**config.mk**
```make
export PLATFORM = sky130hd
export DESIGN_NAME = prog_loader
export DESIGN_NICKNAME = d
export VERILOG_FILES = /design/src/rtl/prog_loader.sv
export SDC_FILE = /design/constraint.sdc
export NUM_CORES = 1
export LEC_CHECK = 0
export CORE_AREA = 2 2 75 77
export CTS_CLUSTER_DIAMETER = 120
export DETAILED_ROUTE_END_ITERATION = 8
export DIE_AREA = 0 0 77 79
export PLACE_DENSITY = 0.77
export SYNTH_ARGS = -nofsm -noshare
export SYNTH_HDL_FRONTEND = slang
export SYNTH_SLANG_ARGS = --single-unit
```
**constraint.sdc**
```tcl
create_clock -name Clock -period 1.8 [get_ports Clock]
set_input_delay 0.36 -clock Clock [delete_from_list [all_inputs] [get_ports Clock]]
set_output_delay 0.36 -clock Clock [all_outputs]
set_load 0.05 [all_outputs]
```
**src/rtl/prog_loader.sv**
```systemverilog
// rtl/prog_loader.sv - framed byte-stream boot loader for nRisc instruction/data memories
// Frames: header, address, length (0 = 256), payload; a RUN header releases the CPU.
module prog_loader #(
  parameter int                   ADDR_WIDTH = 8,
  parameter int                   DATA_WIDTH = 8,
  parameter logic [DATA_WIDTH-1:0] CMD_INSTR = 8'h49,
  parameter logic [DATA_WIDTH-1:0] CMD_DATA  = 8'h44,
  parameter logic [DATA_WIDTH-1:0] CMD_RUN   = 8'hFF
) (
  input  logic                  Clock,
  input  logic                  Reset,
  input  logic [DATA_WIDTH-1:0] InDado,
  input  logic                  InValid,
  output logic                  InReady,
  output logic [ADDR_WIDTH-1:0] InstrEndereco,
  output logic [DATA_WIDTH-1:0] InstrDado,
  output logic                  InstrWrite,
  output logic [ADDR_WIDTH-1:0] DadoEndereco,
  output logic [DATA_WIDTH-1:0] DadoEscr,
  output logic                  MemWrite,
  output logic                  CpuReset,
  output logic                  Busy,
  output logic                  Error
);

  typedef enum logic [2:0] {
    S_IDLE = 3'd0,
    S_ADDR = 3'd1,
    S_LEN  = 3'd2,
    S_DATA = 3'd3,
    S_RUN  = 3'd4
  } state_t;

  localparam logic [ADDR_WIDTH:0] CNT_ONE  = {{ADDR_WIDTH{1'b0}}, 1'b1};
  localparam logic [ADDR_WIDTH:0] CNT_FULL = {1'b1, {ADDR_WIDTH{1'b0}}};

  state_t                state_q, state_d;
  logic                  target_d_q, target_d_d;   // 1 = data memory, 0 = instruction memory
  logic [ADDR_WIDTH-1:0] ptr_q, ptr_d;
  logic [ADDR_WIDTH:0]   cnt_q, cnt_d;

  logic [ADDR_WIDTH-1:0] instr_addr_q, dado_addr_q;
  logic [DATA_WIDTH-1:0] instr_data_q, dado_data_q;
  logic                  instr_we_q, mem_we_q;
  logic                  cpu_reset_q, error_q;

  logic                  accept;
  logic                  wr_instr, wr_data;
  logic                  hdr_bad, hdr_run;
  logic                  in_ready_c, busy_c;
  logic [ADDR_WIDTH-1:0] byte_as_addr;

  assign byte_as_addr = InDado[ADDR_WIDTH-1:0];
  assign accept       = InValid && in_ready_c;

  always_ff @(posedge Clock) begin
    if (!Reset) begin
      state_q    <= S_IDLE;
      target_d_q <= 1'b0;
      ptr_q      <= '0;
      cnt_q      <= '0;
    end else begin
      state_q    <= state_d;
      target_d_q <= target_d_d;
      ptr_q      <= ptr_d;
      cnt_q      <= cnt_d;
    end
  end

  always_comb begin
    state_d    = state_q;
    target_d_d = target_d_q;
    ptr_d      = ptr_q;
    cnt_d      = cnt_q;
    case (state_q)
      S_IDLE: begin
        if (accept) begin
          if (InDado == CMD_INSTR) begin
            state_d    = S_ADDR;
            target_d_d = 1'b0;
          end else if (InDado == CMD_DATA) begin
            state_d    = S_ADDR;
            target_d_d = 1'b1;
          end else if (InDado == CMD_RUN) begin
            state_d = S_RUN;
          end
        end
      end
      S_ADDR: begin
        if (accept) begin
          ptr_d   = byte_as_addr;
          state_d = S_LEN;
        end
      end
      S_LEN: begin
        if (accept) begin
          cnt_d   = (byte_as_addr == '0) ? CNT_FULL : {1'b0, byte_as_addr};
          state_d = S_DATA;
        end
      end
      S_DATA: begin
        if (accept) begin
          ptr_d = ptr_q + 1'b1;
          cnt_d = cnt_q - 1'b1;
          if (cnt_q == CNT_ONE) begin
            state_d = S_IDLE;
          end
        end
      end
      S_RUN:   state_d = S_RUN;
      default: state_d = S_IDLE;
    endcase
  end

  // Ready drops combinationally under reset so nothing is consumed while the loader is held.
  always_comb begin
    in_ready_c = 1'b0;
    busy_c     = 1'b0;
    wr_instr   = 1'b0;
    wr_data    = 1'b0;
    hdr_bad    = 1'b0;
    hdr_run    = 1'b0;
    case (state_q)
      S_IDLE: begin
        in_ready_c = Reset;
        hdr_run    = InValid && Reset && (InDado == CMD_RUN);
        hdr_bad    = InValid && Reset && (InDado != CMD_RUN) &&
                     (InDado != CMD_INSTR) && (InDado != CMD_DATA);
      end
      S_ADDR, S_LEN: begin
        in_ready_c = Reset;
        busy_c     = 1'b1;
      end
      S_DATA: begin
        in_ready_c = Reset;
        busy_c     = 1'b1;
        wr_instr   = InValid && Reset && !target_d_q;
        wr_data    = InValid && Reset && target_d_q;
      end
      default: begin
        in_ready_c = 1'b0;
      end
    endcase
  end

  always_ff @(posedge Clock) begin
    if (!Reset) begin
      instr_addr_q <= '0;
      instr_data_q <= '0;
      instr_we_q   <= 1'b0;
      dado_addr_q  <= '0;
      dado_data_q  <= '0;
      mem_we_q     <= 1'b0;
      cpu_reset_q  <= 1'b0;
      error_q      <= 1'b0;
    end else begin
      instr_we_q <= wr_instr;
      mem_we_q   <= wr_data;
      if (wr_instr) begin
        instr_addr_q <= ptr_q;
        instr_data_q <= InDado;
      end
      if (wr_data) begin
        dado_addr_q <= ptr_q;
        dado_data_q <= InDado;
      end
      if (hdr_run) begin
        cpu_reset_q <= 1'b1;
      end
      if (hdr_bad) begin
        error_q <= 1'b1;
      end
    end
  end

  assign InReady       = in_ready_c;
  assign Busy          = busy_c;
  assign InstrEndereco = instr_addr_q;
  assign InstrDado     = instr_data_q;
  assign InstrWrite    = instr_we_q;
  assign DadoEndereco  = dado_addr_q;
  assign DadoEscr      = dado_data_q;
  assign MemWrite      = mem_we_q;
  assign CpuReset      = cpu_reset_q;
  assign Error         = error_q;

endmodule

```
==> key figures <==
Status
  – Run status: finished clean

Timing
  – Final Worst Setup Slack: 0.180 ns
  – Setup TNS after final layout: 0 ns
  – Final-report hold violation count: 0
  – Final number of max-transition violations: 0
  – Slew at the pin closest to its max-slew limit: 0.608 ns
  – Minimum period implied by the final worst setup slack: 1.62 ns
  – Clock skew: 0.00475 ns
  – Setup repair after global routing missed its margin: no
  – Peak Freq: 617 MHz
  – Final clock period utilization by the worst path: 90.0%
  – Count of final setup violators: 0
  – Normalized max-slew margin: 59.1%

Floorplan
  – Core Area: 5340 sq um
  – DIE AREA: 6080 sq um
  – Effective utilization at floorplan: 49.3%
  – Vert. Die Dim: 79 microns
  – Boundary Pins: 49
  – Die outline width: 77 microns
  – Row cnt: 27

Logic synthesis
  – Sequential fraction of the synthesis area: 43.4%
  – Nets in the synthesized netlist: 332
  – Async set-reset flop share out of synthesis: 0%
  – Most frequent cell after synthesis: sky130_fd_sc_hd__nand2_1
  – Netlist cell types: 52
  – Mapped Avg Cell Area: 8.27 sq um
  – Top cells by count, synth: sky130_fd_sc_hd__nand2_1 (72), sky130_fd_sc_hd__dfxtp_1 (57), sky130_fd_sc_hd__o21ai_0 (32), sky130_fd_sc_hd__nor2_1 (15)
  – Flip-flop and latch count after synthesis: 57
  – Count of yosys warnings during synthesis: 0
  – Top_reg_cell synth: sky130_fd_sc_hd__dfxtp_1
  – Number of cells produced by synthesis: 318
  – Area share of the largest cell type after synthesis: 43.4%
  – Leading cell types by total area after synthesis: sky130_fd_sc_hd__dfxtp_1 (43%), sky130_fd_sc_hd__nand2_1 (10%), sky130_fd_sc_hd__o21ai_0 (6.1%), sky130_fd_sc_hd__a21boi_2 (3.4%), sky130_fd_sc_hd__a21oi_1 (2.7%)
  – Total standard cell area after synthesis: 2630 sq um
  – Dominant cell type by area after synthesis: sky130_fd_sc_hd__dfxtp_1
  – Number of enable flip-flop cells after synthesis: 0

Drt
  – DRC violations left: 0
  – Routed via count: 2487
  – Mean routed wirelength per cell: 14.1 microns
  – Total iterations of the first detailed-routing run: 4
  – Vias per std cell: 5.42
  – Detailed-route wire length: 6490 microns
  – ANT nets after route: 0
  – Detailed router's first-iteration violation count: 122

Setup path
  – Worst reg2reg endpoint: cnt_q[5]$_SDFFE_PN0P_
  – Data required time of the worst path: 2.06 ns
  – Reg2Reg Launch Point: state_q[2]$_SDFFE_PN0P_
  – Endpoint class of the critical path: flop
  – Reg2Reg Setup Slack: 0.19 ns
  – Type of the worst setup path: primary input to flop
  – Critical path endpoint: cnt_q[5]$_SDFFE_PN0P_
  – R2R depth: 5
  – CP max FO: 5
  – Worst setup path startpoint: InValid
  – Arrival time reported for the critical path endpoint: 1.88 ns
  – Startpoint type of the worst setup path: primary input

Final layout
  – Share of post-route cells with drive strength above 1: 24.8%
  – Final Non-Filler Cells: 459
  – # nets final: 396
  – Diodes inserted: 0
  – Cell area after layout: 3410 sq um
  – Area Overhead vs Synth: 29.4%

Placed design
  – Last weighted congestion value of the routability-driven placer: 0.887
  – Placed cell count: 443
  – Placed cell area: 3250 sq um
  – Worst-case setup slack after placement: -0.153 ns
  – Half-perimeter wire length after detailed placement: 4650 microns
  – IO buf count: 48

CTS
  – Buffers inserted by post-CTS timing repair: 0
  – Maximum clock path buffer count: 2
  – Clock network latency to the later pin of the worst-skew pair: 0.33 ns
  – Hold buffers post-CTS: 0
  – Clock slew at the register clock pins of the worst setup and hold paths: 0.06 ns
  – CTS tree: yes
  – CTS H-Tree Depth: 3
  – Number of clock buffers inserted by TritonCTS: 9
  – Clock tree sinks: 57
  – Master cell of the clock root buffer: sky130_fd_sc_hd__clkbuf_8

Job
  – Max Cap Violations: 0

Global route
  – Initial antenna violation count: 0
  – Global-route wire length before repair: 11400 microns
  – Pin count of the biggest net entering global routing: 34
  – Number of global-route vias before repair: 2433
  – Overflow after GRT: 0
  – Total GRT Usage: 23.6%

Power and ir drop
  – Total Power Consumption: 2410 uW
  – Power density over the cells: 707 nW/um^2
  – Peak supply drop: 491 uV
  – Leakage: 0.00138 uW

Hold path
  – Hold crit path type: flop to flop
  – Start point of the worst min-delay path: DadoEndereco[2]$_SDFFE_PN0P_
[stage by stage]
| stage | hold WS [ns] | util, % |
|---|---|---|
| after floorplan | 0.465 | - |
| after global placement | 0.446 | 60.8 |
| after detailed placement | 0.451 | 60.8 |
| after CTS | 0.461 | 63.8 |
| after global routing | 0.485 | 63.8 |
| final | 0.456 | 63.8 |
[cell usage in the layout, fill, tap and decap left out, types with 8 or more instances in the layout]
cell type                         synthesis  routed
sky130_fd_sc_hd__nand2_1                 72      72
sky130_fd_sc_hd__buf_4                    0      62
sky130_fd_sc_hd__dfxtp_1                 57      57
sky130_fd_sc_hd__o21ai_0                 32      32
sky130_fd_sc_hd__nor2_1                  15      15
sky130_fd_sc_hd__a21oi_1                 14      14
sky130_fd_sc_hd__clkbuf_8                 0       9
sky130_fd_sc_hd__clkdlybuf4s50_1          0       9
sky130_fd_sc_hd__nor3_1                   8       8
sky130_fd_sc_hd__a21boi_2                 8       8
sky130_fd_sc_hd__a21boi_0                 8       8
[worst min path at each step]
stage,cells after the start,endpoint
floorplan,2,DadoEndereco[7]$_SDFFE_PN0P_
global placement,2,DadoEscr[2]$_SDFFE_PN0P_
detailed placement,2,DadoEscr[2]$_SDFFE_PN0P_
CTS,2,DadoEndereco[2]$_SDFFE_PN0P_
global route,2,DadoEndereco[4]$_SDFFE_PN0P_
finish,2,DadoEndereco[2]$_SDFFE_PN0P_
[kinds of logic after synthesis]
kind of cell / Yosys count / synth area share, %
DFF: 57 / 43.4
muxes: 1 / 0.380
buffers and inverters: 31 / 5.66
adders and majority gates: 3 / 1.43
xor gates and xnor gates: 1 / 0.333
AOI/OAI and AO/OA: 89 / 23.2
and+or+nand+nor: 136 / 25.6
[sequential cells by signal (all words and copies together), names as in the netlist]
signal	cells
Error	1
cnt_q	9
InstrEndereco	8
CpuReset	1
ptr_q	8
state_q	3
target_d_q	1
DadoEndereco	8
DadoEscr	8
InstrDado	8
InstrWrite	1
MemWrite	1
[routing by layer]
metal	global-route usage, %	vias to the layer above	wire [microns]
met5	0	-	0
met4	9.82	0	146
met3	5.57	12	374
met2	40.9	70	3160
met1	28.2	1160	2810
li1	-	1245	-
[critical path, cell delays in order]
cell and delay (ns):
sky130_fd_sc_hd__clkdlybuf4s50_1 0.48, sky130_fd_sc_hd__nor2b_1 0.20, sky130_fd_sc_hd__a21boi_0 0.52, sky130_fd_sc_hd__o21bai_1 0.20, sky130_fd_sc_hd__o2bb2ai_1 0.12
[final cells by class]
type	instances	area (sq um)
well taps	72	90.1
fillers	498	1930
inverters	8	35.0
clock inverters	6	35.0
flip-flops and latches	57	1140
multi-input cells	230	1340
clock buffers	10	128
repair buffers	76	633
[where the power goes]
group | switching (uW) | internal [uW]
sequential | 1.70 | 1260
combinational | 81.3 | 68.2
clock | 505 | 488
total | 588 | 1820
[what timing repair did]
| action | CTS | global route |
|---|---|---|
| hold endpoints to repair | 0 | 0 |
| setup endpoints to repair | 2 | 0 |
| gates resized for setup | 2 | 0 |
Note: power is estimated with default switching activity, not from simulation.
